[config.mk]
export PLATFORM = sky130hd
export DESIGN_NAME = cache_datapath
export DESIGN_NICKNAME = d
export VERILOG_FILES = /design/src/rtl/cache_pkg.sv /design/src/rtl/cache_lat_counter.sv /design/src/rtl/cache_datapath.sv
export SDC_FILE = /design/constraint.sdc
export NUM_CORES = 1
export LEC_CHECK = 0
export BUFFER_PORTS_ARGS = -buffer_cell sky130_fd_sc_hd__buf_2
export CAP_MARGIN = 20
export CELL_PAD_IN_SITES_DETAIL_PLACEMENT = 1
export CELL_PAD_IN_SITES_GLOBAL_PLACEMENT = 2
export CORE_MARGIN = 2
export CORE_UTILIZATION = 51
export DETAILED_ROUTE_END_ITERATION = 10
export GPL_TIMING_DRIVEN = 1
export PLACE_DENSITY = 0.89
export REMOVE_ABC_BUFFERS = 1
export SYNTH_ARGS = -nofsm -noshare
export SYNTH_HDL_FRONTEND = slang
export SYNTH_HIERARCHICAL = 1
export SYNTH_SLANG_ARGS = --single-unit
export TNS_END_PERCENT = 50
[constraint.sdc]
create_clock -name clk -period 8.9 [get_ports clk]
set_input_delay 0.89 -clock clk [delete_from_list [all_inputs] [get_ports clk]]
set_output_delay 0.89 -clock clk [all_outputs]
set_load 0.05 [all_outputs]
[src/rtl/cache_pkg.sv]
// Shared types and constants for the direct-mapped write-through cache datapath.
// Geometry constants below are the default build (16-bit words, 16 lines).
package cache_pkg;

    localparam int DEF_ADDR_W  = 16;
    localparam int DEF_DATA_W  = 16;
    localparam int DEF_INDEX_W = 4;
    localparam int NUM_LINES   = 2 ** DEF_INDEX_W;
    localparam int TAG_W       = DEF_ADDR_W - DEF_INDEX_W;
    localparam int CTR_W       = 8;

    // One cache line: a single data word plus its tag and valid bit.
    typedef struct packed {
        logic             valid;
        logic [TAG_W-1:0] tag;
        logic [DEF_DATA_W-1:0] data;
    } line_t;

endpackage

[src/rtl/cache_lat_counter.sv]
// Memory-latency down-counter. Loading arms it with MEM_LATENCY-1; it then
// counts down to zero and holds there. CtrSig reports "latency elapsed" and is
// suppressed in the load cycle itself so a fresh load never reads as done.
module cache_lat_counter
    import cache_pkg::*;
#(
    parameter int MEM_LATENCY = 4
) (
    input  logic clk,
    input  logic rst_n,
    input  logic LdCtr,
    output logic CtrSig
);

    localparam logic [CTR_W-1:0] LOAD_VAL = CTR_W'(MEM_LATENCY - 1);
    localparam logic [CTR_W-1:0] CTR_ZERO = {CTR_W{1'b0}};
    localparam logic [CTR_W-1:0] CTR_ONE  = CTR_W'(1);

    logic [CTR_W-1:0] count_r;

    // Load on LdCtr, otherwise decrement and saturate at zero.
    always_ff @(posedge clk or negedge rst_n) begin
        if (!rst_n) begin
            count_r <= CTR_ZERO;
        end else if (LdCtr) begin
            count_r <= LOAD_VAL;
        end else if (count_r != CTR_ZERO) begin
            count_r <= count_r - CTR_ONE;
        end else begin
            count_r <= count_r;
        end
    end

    assign CtrSig = (count_r == CTR_ZERO) && !LdCtr;

endmodule

[src/rtl/cache_datapath.sv]
// Datapath of the direct-mapped write-through cache: CPU request latch,
// tag/valid/data arrays, latency counter and registered CPU read data.
// Optional build macro: CACHE_STATS_EN adds hit_cnt/miss_cnt outputs.
module cache_datapath
    import cache_pkg::*;
#(
    parameter int ADDR_W      = DEF_ADDR_W,
    parameter int DATA_W      = DEF_DATA_W,
    parameter int INDEX_W     = DEF_INDEX_W,
    parameter int MEM_LATENCY = 4
) (
    input  logic              clk,
    input  logic              rst_n,
    input  logic              Strobe,
    input  logic [ADDR_W-1:0] cpu_addr,
    input  logic [DATA_W-1:0] cpu_din,
    output logic [DATA_W-1:0] cpu_dout,
    input  logic              LdCtr,
    input  logic              RdyEn,
    input  logic              Rdy,
    input  logic              W,
    input  logic              WSel,
    input  logic              RSel,
    output logic              M,
    output logic              V,
    output logic              CtrSig,
    output logic [ADDR_W-1:0] mem_addr,
    output logic [DATA_W-1:0] mem_wdata,
    input  logic [DATA_W-1:0] mem_rdata
`ifdef CACHE_STATS_EN
    ,
    output logic [15:0]       hit_cnt,
    output logic [15:0]       miss_cnt
`endif
);

    localparam int LINES    = 2 ** INDEX_W;
    localparam int TAG_BITS = ADDR_W - INDEX_W;

    logic                busy_r;
    logic [ADDR_W-1:0]   addr_r;
    logic [DATA_W-1:0]   din_r;
    logic                capture_s;
    logic [INDEX_W-1:0]  idx_s;
    logic [TAG_BITS-1:0] tag_s;
    logic [LINES-1:0]    valid_r;
    logic [TAG_BITS-1:0] tag_r  [LINES];
    logic [DATA_W-1:0]   data_r [LINES];
    line_t               cur_line_s;
    logic [DATA_W-1:0]   wr_data_s;
    logic [DATA_W-1:0]   rd_data_s;

    assign capture_s = Strobe && !busy_r;
    assign idx_s     = addr_r[INDEX_W-1:0];
    assign tag_s     = addr_r[ADDR_W-1:INDEX_W];
    assign mem_addr  = addr_r;
    assign mem_wdata = din_r;

    // Request latch: capture a new request only when idle; Rdy ends the transaction.
    always_ff @(posedge clk or negedge rst_n) begin
        if (!rst_n) begin
            busy_r <= 1'b0;
            addr_r <= {ADDR_W{1'b0}};
            din_r  <= {DATA_W{1'b0}};
        end else begin
            if (capture_s) begin
                addr_r <= cpu_addr;
                din_r  <= cpu_din;
            end else begin
                addr_r <= addr_r;
                din_r  <= din_r;
            end
            if (Rdy) begin
                busy_r <= 1'b0;
            end else if (capture_s) begin
                busy_r <= 1'b1;
            end else begin
                busy_r <= busy_r;
            end
        end
    end

    // Line view at the latched index plus write-source and forwarded-read muxes.
    always_comb begin
        cur_line_s.valid = valid_r[idx_s];
        cur_line_s.tag   = tag_r[idx_s];
        cur_line_s.data  = data_r[idx_s];
        if (WSel) begin
            wr_data_s = mem_rdata;
        end else begin
            wr_data_s = din_r;
        end
        // A line being written this cycle is read as its new contents.
        if (W) begin
            rd_data_s = wr_data_s;
        end else begin
            rd_data_s = cur_line_s.data;
        end
    end

    assign M = (cur_line_s.tag == tag_s);
    assign V = cur_line_s.valid;

    // Valid bits: cleared by reset so every line misses afterwards.
    always_ff @(posedge clk or negedge rst_n) begin
        if (!rst_n) begin
            valid_r <= {LINES{1'b0}};
        end else if (W) begin
            valid_r[idx_s] <= 1'b1;
        end else begin
            valid_r <= valid_r;
        end
    end

    // Tag and data arrays: no reset, contents are qualified by the valid bit.
    always_ff @(posedge clk) begin
        if (W) begin
            tag_r[idx_s]  <= tag_s;
            data_r[idx_s] <= wr_data_s;
        end
    end

    // CPU read-data register: a line write takes priority over a read hit.
    always_ff @(posedge clk or negedge rst_n) begin
        if (!rst_n) begin
            cpu_dout <= {DATA_W{1'b0}};
        end else if (W) begin
            cpu_dout <= RSel ? din_r : mem_rdata;
        end else if (RdyEn) begin
            cpu_dout <= rd_data_s;
        end else begin
            cpu_dout <= cpu_dout;
        end
    end

    cache_lat_counter #(
        .MEM_LATENCY (MEM_LATENCY)
    ) u_lat_counter (
        .clk    (clk),
        .rst_n  (rst_n),
        .LdCtr  (LdCtr),
        .CtrSig (CtrSig)
    );

`ifdef CACHE_STATS_EN
    logic first_r;

    // Flag the first cycle after a capture, when M/V first describe the request.
    always_ff @(posedge clk or negedge rst_n) begin
        if (!rst_n) begin
            first_r <= 1'b0;
        end else begin
            first_r <= capture_s;
        end
    end

    // Count each transaction once, as a hit or a miss, wrapping at 16'hFFFF.
    always_ff @(posedge clk or negedge rst_n) begin
        if (!rst_n) begin
            hit_cnt  <= 16'd0;
            miss_cnt <= 16'd0;
        end else if (first_r && M && V) begin
            hit_cnt  <= hit_cnt + 16'd1;
            miss_cnt <= miss_cnt;
        end else if (first_r) begin
            hit_cnt  <= hit_cnt;
            miss_cnt <= miss_cnt + 16'd1;
        end else begin
            hit_cnt  <= hit_cnt;
            miss_cnt <= miss_cnt;
        end
    end
`endif

endmodule
Yosys cells after proc, flatten, opt, wreduce, memory -nomap -nowiden
Memories as Yosys holds them, arrays and structs flattened. Index checks and enable logic that the tools add are counted.

Add/subtract/negate cells: 1. Order comparisons: 2. Equality and inequality tests: 1. Mux-type cells: 14. Bitwise logic cells: 1. Reductions and logical operators: 10.

Operators by type and width (count): $mux 16 (4); $mux 8 (2); $or 16x16->16 (1); $eq 12x12->1 (1); $logic_not 8->1 (1); $reduce_bool 8->1 (1); $sub 8x1->8 const B (1); $mux 1 (6); $reduce_bool 2->1 (3); $lt 4x5->1 const B (1); $bmux 1 s4 (1); $demux 1 s4 (1); $ge 4x1->1 const B (1); $logic_and 1x1->1 (3); $logic_not 1->1 (2).

Bits in registers: 73. Memory bits (writable): 448. Input bits: 57. Output and inout port bits: 51. Word-level logic and storage cells: 37. Memories kept: 2.

Memory list: data_r (depth 16, bits a word 16, rd ports 1, clocked after Yosys merged registers in 0, write ports 1, RTL line cache_datapath.sv:48) `logic [DATA_W-1:0] data_r [LINES];`; tag_r (depth 16, bits a word 12, rd ports 1, clocked after Yosys merged registers in 0, write ports 1, RTL line cache_datapath.sv:47) `logic [TAG_BITS-1:0] tag_r [LINES];`.

Depth between registers and ports, before layout
Gate-level depths: netlist of run 1.

Depth after elaboration: 5. Gate-level depth with buffers: 10. Mapped depth without buffers: 6.

By module
Netlist of run 1, hierarchy kept.

Modules (own cells, without submodules): cache_datapath (instances 1, cells an instance 952, area an instance 20209.4 µm², seq. area each 15079.5 µm²); cache_lat_counter (instances 1, cells an instance 50, area an instance 459.2 µm², seq. area each 200.2 µm²).

Least setup slack after synthesis of run 1
No wires, ideal clock.

Kind: register -> output. From: register addr_r[0], in the netlist mem_addr[0]. To: output M. Arrival: 3.110 ns. Required time: 8.010 ns. Slack: 4.900 ns. Cell stages (with the launch flop): 10. Path buffers: 3. Path through: dfrtp_1 buf_2 buf_4 buf_6 mux4_2 mux2i_1 mux2i_1 xnor2_1 nand2_1 nor4_2.

Longest elaborated chain between the ends: 2.

Ends and longest elaborated chain: from (decl) (RTL line cache_datapath.sv:41) `logic [ADDR_W-1:0] addr_r;`; from (signal assigned) (RTL line cache_datapath.sv:63) `addr_r <= {ADDR_W{1'b0}};`; from (signal assigned) (RTL line cache_datapath.sv:67) `addr_r <= cpu_addr;`; from (signal assigned) (RTL line cache_datapath.sv:70) `addr_r <= addr_r;`; $mem_v2 16x12; $eq 12x12->1 (RTL line cache_datapath.sv:101) `assign M = (cur_line_s.tag == tag_s);`; to (decl) (RTL line cache_datapath.sv:24) `output logic M,`.

Every way passes these cells.

Worst setup path in the final report of run 1
From: register addr_r[1], in the netlist mem_addr[1]. To: output M.

Same word-level chain as after synthesis.

==> impl_metrics.json, run 1 <==
{
  "layout.nets": 1190,
  "synth_top_family_by_area": "multiplexers",
  "post_cts_buffers": 0,
  "dp_slack_ps": 3970,
  "fillCellCount": 3419,
  "multi_input_area_sq_um": 5200,
  "end_kind": "output pin",
  "cp-start-kind": "register",
  "antenna_found_initial": 0,
  "cts_tree": "built",
  "hold_class": "input port to asynchronous set/reset pin",
  "path_max_fanout": 58,
  "synth_commonest_cells": "edfxtp_1 (448), mux4_2 (118), dfrtp_1 (73)",
  "dp_cells": 1602,
  "cts_root_buf": "clkbuf_16",
  "diodes": 0,
  "synthAdderAreaFrac": 0.00121,
  "synth_area_leaders": "edfxtp_1 (65%), mux4_2 (13%), dfrtp_1 (8.8%), mux2i_1 (3.0%), mux2_2 (2.6%)",
  "power.density_nw_per_um2": 256,
  "synth-edff-count": 448,
  "yosys.area.top_type": "edfxtp_1",
  "ys_seq_elements": 521,
  "vias": 10400,
  "min_period_ps": 5490,
  "irDropWorstVdd_v": 0.000198,
  "gp_congestion": 0.763,
  "wl_per_cell_um": 28.6,
  "fin_tns_setup_ps": 0,
  "wl_mm": 48.6,
  "grt_pass1_vias": 11200,
  "yosysTopAreaCellShare": 0.651,
  "yosysMostFrequentCell": "edfxtp_1",
  "startpoint": "mem_addr[1]",
  "period_share": 0.617,
  "finalHoldViolations": 0,
  "ioPinCount": 108,
  "synth-compound-area-share": 0.0232,
  "synth_cells": 1002,
  "drtIter0Drc": 963,
  "crit_arrival_ps": 4600,
  "relSlewSlack": 0.313,
  "r2r_end": "cpu_dout[7]",
  "coreArea_sq_um": 39800,
  "fp.dieW_um": 205,
  "areaGrowthSynthToFinish_pct": 14.1,
  "async_flop_share": 0.140,
  "synth_ff_type": "edfxtp_1",
  "design_power_total_mw": 6.04,
  "portBuffers": 107,
  "numClockSinks": 521,
  "viasPerCell": 6.10,
  "critPathRequiredTime_ps": 8010,
  "finalSetupViolations": 0,
  "num_rows": 73,
  "fmax_mhz": 182,
  "fin_cells": 1699,
  "r2r_setup_slack_ps": 5070,
  "grt_max_degree": 59,
  "initial_core_util": 0.519,
  "finalMaxSlewViolations": 0,
  "numCtsBuffers": 52,
  "cts_resized": 0,
  "hold_buffers": 0,
  "seq_area_sq_um": 15300,
  "clk_pin_slew_worst_paths_ps": 60,
  "r2r-start": "mem_addr[0]",
  "syn_area_per_cell_sq_um": 20.6,
  "status": "finished, final reports clean",
  "synthMuxAreaShare": 0.187,
  "final_area_sq_um": 23600,
  "rsz0062_at_grt": "false",
  "layout-drive-gt1-share": 0.354,
  "worstSetupPathType": "register to output pin",
  "grt_pass1_wl_mm": 73.0,
  "yosys.area_share.simple": 0.0300,
  "drt_pass1_iterations": 6,
  "r2r_cells": 6,
  "p_leak_nw": 7.96,
  "tightestPinTransition_ps": 1030,
  "die_h_um": 205,
  "ys_warn_count": 6,
  "clockBufferDepth": 3,
  "grt_usage": 0.240,
  "skew_ps": 21.3,
  "synth_cell_types": 55,
  "die-area_sq_um": 42200,
  "ant_nets": 0,
  "clock_latency_ps": 590,
  "overflow": 0,
  "yosysSeqAreaShare": 0.739,
  "mappedNetlistArea_sq_um": 20700,
  "postPlaceCellArea_sq_um": 21900,
  "h-tree-depth": 2,
  "cap_violations": 0,
  "dp_hpwl_mm": 27.6,
  "drc_errors": 0,
  "synth_xor_area_frac": 0.00424,
  "crit_end": "M",
  "fin_ws_ps": 3410
}
layer usage:
| layer | track usage | routed length (um) | vias up |
|---|---|---|---|
| li1 | - | - | 4378 |
| met3 | 0.0399 | 3010 | 91 |
| met1 | 0.317 | 19500 | 5523 |
| met5 | 0 | 0 | - |
| met4 | 0.0781 | 1140 | 0 |
| met2 | 0.409 | 24900 | 377 |
worst min-delay path by stage:
stage	to	startpoint	slack (ps)
2_1_floorplan	valid_r[10]	valid_r[10]	430
3_3_place_gp	valid_r[15]	valid_r[15]	450
3_5_place_dp	valid_r[3]	valid_r[3]	450
4_1_cts	mem_addr[10]	rst_n	310
5_1_grt	mem_addr[10]	rst_n	330
6_report	mem_addr[10]	rst_n	300
sequential cells by signal (all words and copies together) (netlist names):
| name | count |
|---|---|
| data_r | 256 |
| tag_r | 192 |
| cpu_dout | 16 |
| mem_addr | 16 |
| mem_wdata | 16 |
| valid_r | 16 |
| u_lat_counter/count_r | 8 |
| busy_r | 1 |
area by class of cell:
class / count / share of cell area
Inverter: 5 / 0.000796
Multi-Input combinational cell: 420 / 0.220
Tap cell: 525 / 0.0279
Clock inverter: 26 / 0.0126
Sequential cell: 521 / 0.648
Timing Repair Buffer: 131 / 0.0305
Clock buffer: 71 / 0.0595
where the power goes:
| group | switching (mW) | internal, mW |
|---|---|---|
| clock network | 0.922 | 1.28 |
| logic | 0.503 | 0.352 |
| registers | 0.136 | 2.85 |
layout by cell type, fill, tap and decap left out, types with 16 or more instances in the layout:
cell type,Yosys,layout
clkbuf_1,18,16
mux2i_1,62,62
clkbuf_16,0,52
mux4_2,118,118
a21oi_1,22,22
buf_4,6,25
mux2_2,47,47
edfxtp_1,448,448
dfrtp_1,73,69
buf_2,22,106
or2_2,17,17
a211oi_1,16,16
nor2b_1,21,20
nor2_4,0,16
through the flow:
step	utilization	hold WS, ps
final	0.592	301
after global routing	0.592	332
after CTS	0.592	314
after detailed placement	0.550	451
after global placement	0.550	449
after floorplan	-	434
logic make-up (layout without fill, tap and decap cells):
group,after synthesis,count (layout)
adder cells (fa/ha/maj),2,2
buffers and inverters,61,233
XOR/XNOR,10,10
multiplexers,229,229
flip-flops,521,521
AND/OR/NAND/NOR,108,108
AO/OA/AOI/OAI,71,71
critical path, stage by stage, from the launching register on:
cell	delay, ps
dfrtp_4	1060
buf_4	680
mux4_2	590
mux4_2	480
xnor2_1	210
nand4_1	170
nor4_2	400
buf_2	330
Note: power is estimated with default switching activity, not from simulation.
==> run 2: changes to the inputs <==
- CORE_UTILIZATION: 51 -> 43
- PLACE_DENSITY: 0.89 -> 0.8
- clock period: 8.9 -> 4.52 ns (I/O delays scaled with it)
==> impl_metrics.json, run 2 (synthesis results as in run 1) <==
{
  "status": "finished, final reports clean",
  "path_cells": "buf_4 > mux4_2 > mux2i_1 > mux2i_1 > xnor2_1 > o2111ai_1 > nor4_2 > buf_2",
  "grt_usage": 0.201,
  "largest_register_ffs": 256,
  "seq_area_sq_um": 15300,
  "path_depth": 8,
  "cp-start-kind": "register",
  "drt_pass1_iterations": 4,
  "min_period_ps": 4220,
  "final_cell_mix": "edfxtp_1 (448), mux4_2 (118), buf_2 (106)",
  "die-area_sq_um": 49800,
  "antenna_found_initial": 0,
  "grt_pass1_vias": 11200,
  "fp.dieW_um": 223,
  "initial_core_util": 0.435,
  "layout-drive-gt1-share": 0.365,
  "power.density_nw_per_um2": 500,
  "path_max_fanout": 41,
  "crit_arrival_ps": 3770,
  "clockBufferDepth": 3,
  "rsz0062_at_grt": "false",
  "seqPwrFrac": 0.489,
  "tightestPinTransition_ps": 876,
  "fin_cells": 1809,
  "fin_ws_ps": 297,
  "overflow": 0,
  "layout.nets": 1207,
  "dp_cells": 1705,
  "p_leak_nw": 8.11,
  "finalMaxSlewViolations": 0,
  "wl_per_cell_um": 26.8,
  "gp_congestion": 0.745,
  "crit_family": "flip-flops",
  "diodes": 0,
  "post_cts_buffers": 0,
  "critPathRequiredTime_ps": 4070,
  "r2r_end": "cpu_dout[9]",
  "cts_tree": "built",
  "clock_latency_ps": 600,
  "coreArea_sq_um": 47500,
  "cap_violations": 0,
  "cp_common_cell": "mux2i_1",
  "cpMaxStageDelayCell": "dfrtp_4",
  "max_stage_delay_ps": 940,
  "fillCellCount": 4226,
  "ioPinCount": 108,
  "hold_ws_ps": 79.9,
  "drc_errors": 0,
  "hold_class": "input port to register",
  "die_h_um": 223,
  "worstSetupPathType": "register to output pin",
  "dp_slack_ps": 819,
  "switching_share": 0.256,
  "finalHoldViolations": 0,
  "crit_end": "M",
  "max_flop_register": "data_r",
  "r2r_cells": 6,
  "h-tree-depth": 2,
  "grt_max_degree": 44,
  "p_comb_frac": 0.141,
  "clk_pin_slew_worst_paths_ps": 60,
  "multi_input_area_sq_um": 5200,
  "relSlewSlack": 0.416,
  "end_kind": "output pin",
  "p_sw_mw": 3.08,
  "design_power_total_mw": 12.0,
  "drtIter0Drc": 828,
  "cts_resized": 0,
  "path_buf_inv": 2,
  "hp-start": "cpu_din[5]",
  "r2r-start": "mem_addr[1]",
  "startpoint": "mem_addr[1]",
  "reg_top3": "data_r (256), tag_r (192)",
  "vias": 10300,
  "dp_hpwl_mm": 29.0,
  "fmax_mhz": 237,
  "final_common_cell": "edfxtp_1",
  "internal_power_mw": 8.94,
  "finish.utilization": 0.505,
  "numClockSinks": 521,
  "irDropWorstVdd_v": 0.000372,
  "period_share": 0.934,
  "cts_root_buf": "clkbuf_16",
  "r2r_setup_slack_ps": 1220,
  "viasPerCell": 5.69,
  "wl_mm": 48.5,
  "skew_ps": 17.1,
  "finalSetupViolations": 0,
  "grt_pass1_wl_mm": 73.1,
  "p_clk_frac": 0.370,
  "portBuffers": 107,
  "numCtsBuffers": 54,
  "num_rows": 80,
  "areaGrowthSynthToFinish_pct": 16.2,
  "ant_nets": 0
}
## run 2: cell types whose count changed in the layout (fill, tap and decap cells not counted), sizes merged
cell	before	now
buf	131	144
clkbuf	71	74
clkinv	16	18
dlygate4sd3	0	2
bufinv	6	5
inv	7	8
## run 2: worst register-to-register path, cell delays in order, from the launching register on
cell	delay, ps
dfrtp_4	940
buf_4	550
buf_4	480
mux4_2	420
mux4_2	500
a211oi_1	240
a21oi_1	60
## run 2: metrics by stage
| step | instance area, sq um | TNS, ps |
|---|---|---|
| final | 24000 | 0 |
| after global routing | 24000 | 0 |
| after CTS | 24000 | 0 |
| after detailed placement | 22200 | 0 |
| after global placement | 22200 | 0 |
| after floorplan | 20400 | -625770 |
## run 2: how the worst min path moves through the flow
| stage | endpoint | cells after the start |
|---|---|---|
| detailed placement | valid_r[12] | 1 |
| global route | mem_wdata[9] | 2 |
| global placement | valid_r[10] | 1 |
| finish | mem_wdata[5] | 2 |
| CTS | mem_addr[11] | 2 |
| floorplan | busy_r | 0 |
## run 2: cell type report
| class | count | share of cell area |
|---|---|---|
| clock buffers | 74 | 0.0624 |
| well taps | 615 | 0.0320 |
| flip-flops and latches | 521 | 0.637 |
| repair buffers | 146 | 0.0395 |
| multi-input cells | 420 | 0.217 |
| inverters | 5 | 0.000781 |
| clock inverters | 28 | 0.0122 |
## run 2: timing repair
item | 4_1_cts | 5_1_grt
hold buffers | 2 | 0
endpoints found under the hold margin | 43 | 0
setup endpoints to repair | 0 | 0
## run 2: metal layers
layer,global-route usage,up-vias,share of wire
met1,0.273,5524,0.43
met2,0.338,277,0.50
li1,-,4422,-
met4,0.0641,0,0.024
met3,0.0277,75,0.043
met5,0,-,0
## run 2: power groups by stage
stage	logic [mW]	clock network, mW	registers, mW
global route	1.81	4.70	5.93
finish	1.69	4.44	5.88
global placement	1.68	0	5.95
floorplan	0.971	0	6.21
CTS	1.73	4.53	5.89
detailed placement	1.72	0	5.98
==> run 3: changes to the inputs <==
--- a/config.mk
+++ b/config.mk
@@ -16,4 +16,5 @@
 export PLACE_DENSITY = 0.8
 export REMOVE_ABC_BUFFERS = 1
+export SLEW_MARGIN = 20
 export SYNTH_ARGS = -nofsm -noshare
 export SYNTH_HDL_FRONTEND = slang
==> constraint.sdc (replaced) <==
create_clock -name clk -period 4.52 [get_ports clk]
set_input_delay 0.452 -clock clk [delete_from_list [all_inputs] [get_ports clk]]
set_output_delay 0.452 -clock clk [all_outputs]
set_load 0.01 [all_outputs]
==> impl_metrics.json, run 3 (synthesis results as in run 1) <==
{
  "hold_depth": 2,
  "skew_ps": 18.4,
  "dp_cells": 1701,
  "initial_core_util": 0.435,
  "finalHoldViolations": 0,
  "min_period_ps": 4200,
  "finalMaxSlewViolations": 0,
  "seq_area_sq_um": 15300,
  "fmax_mhz": 238,
  "layout.nets": 1203,
  "layout-drive-gt1-share": 0.362,
  "r2r_setup_slack_ps": 910,
  "grt_usage": 0.205,
  "max_flop_register": "data_r",
  "tightestPinTransition_ps": 931,
  "final_cell_mix": "edfxtp_1 (448), mux4_2 (118), buf_2 (106)",
  "ioPinCount": 108,
  "cp-start-kind": "register",
  "p_leak_nw": 8.08,
  "rsz0062_at_grt": "false",
  "relSlewSlack": 0.379,
  "largest_register_ffs": 256,
  "die_h_um": 223,
  "areaGrowthSynthToFinish_pct": 16.2,
  "r2r_end": "cpu_dout[7]",
  "period_share": 0.929,
  "fillCellCount": 4251,
  "grt_max_degree": 63,
  "ant_nets": 0,
  "portBuffers": 107,
  "path_max_fanout": 28,
  "overflow": 0,
  "numCtsBuffers": 54,
  "cap_violations": 0,
  "post_cts_buffers": 0,
  "grt_pass1_wl_mm": 74.3,
  "drtIter0Drc": 848,
  "wl_per_cell_um": 27.2,
  "critPathRequiredTime_ps": 4070,
  "design_power_total_mw": 11.8,
  "multi_input_area_sq_um": 5200,
  "grt_pass1_vias": 11100,
  "drt_pass1_iterations": 5,
  "final_common_cell": "edfxtp_1",
  "fin_cells": 1805,
  "reg_top3": "data_r (256), tag_r (192)",
  "antenna_found_initial": 1,
  "cts_root_buf": "clkbuf_16",
  "cts_tree": "built",
  "numClockSinks": 521,
  "h-tree-depth": 2,
  "crit_arrival_ps": 3750,
  "fp.dieW_um": 223,
  "clock_latency_ps": 610,
  "power.density_nw_per_um2": 491,
  "coreArea_sq_um": 47500,
  "status": "finished, final reports clean",
  "viasPerCell": 5.69,
  "hold_end": "mem_addr[14]",
  "dp_hpwl_mm": 28.5,
  "clk_pin_slew_worst_paths_ps": 60,
  "gp_congestion": 0.742,
  "clockBufferDepth": 3,
  "hold_class": "input port to register",
  "cts_resized": 0,
  "r2r_cells": 6,
  "end_kind": "output pin",
  "r2r-start": "mem_addr[1]",
  "num_rows": 80,
  "drc_errors": 0,
  "diodes": 0,
  "irDropWorstVdd_v": 0.000333,
  "die-area_sq_um": 49800,
  "finalSetupViolations": 0,
  "vias": 10300,
  "worstSetupPathType": "register to output pin",
  "hp-start": "cpu_addr[14]",
  "wl_mm": 49.1
}
-- run 3: per-stage QoR --
| stage | setup WS (ps) | TNS (ps) | area [sq um] | util | hold slack [ps] |
|---|---|---|---|---|---|
| after CTS | 302 | 0 | 24000 | 0.505 | 47.5 |
| after detailed placement | 908 | 0 | 22200 | 0.467 | 450 |
| after global routing | 261 | 0 | 24000 | 0.505 | 60.2 |
| after global placement | 952 | 0 | 22200 | 0.467 | 446 |
| after floorplan | -1350 | -500990 | 20400 | - | 156 |
| final | 319 | 0 | 24000 | 0.505 | 77.4 |
-- run 3: how the worst max path moves through the flow --
stage	startpoint	endpoint	depth (start not counted)
after detailed placement	mem_addr[1]	cpu_dout[7]	6
final	mem_addr[1]	M	8
after floorplan	mem_addr[1]	data_r[15][0]	2
after global routing	mem_addr[1]	M	8
after global placement	mem_addr[1]	cpu_dout[7]	6
after CTS	mem_addr[1]	M	8
-- run 3: what timing repair did --
action / CTS / global route
endpoints found under the hold margin: 45 / 0
endpoints found under the setup margin: 0 / 0
hold buffers: 2 / 0
-- run 3: where the power goes --
part	switching (mW)	internal [mW]	total [mW]
combinational	0.774	0.712	1.49
clock	1.84	2.60	4.43
sequential	0.256	5.61	5.87
total	2.87	8.92	11.8
-- run 3: worst max-delay path, stage by stage, from the launching register on --
cell	delay (ps)
dfrtp_4	730
buf_4	510
mux4_2	390
nor3b_1	150
a2111oi_0	720
nand3_1	230
nand4_1	160
nor4_2	80
buf_2	150
-- run 3: area by class of cell --
class,count,area share
Timing Repair Buffer,142,0.0398
Multi-Input combinational cell,420,0.216
Clock buffer,69,0.0615
Clock inverter,33,0.0128
Inverter,5,0.000781
Tap cell,615,0.0320
Sequential cell,521,0.637
-- run 3: routing by layer --
metal  routed length (um)  share of wire  vias up  global-route usage
met5                    0              0        -                   0
met4                  814          0.017        0              0.0489
met3                 2760          0.056       55              0.0383
met2                24500           0.50      322               0.340
met1                21000           0.43     5466               0.282
li1                     -              -     4421                   -
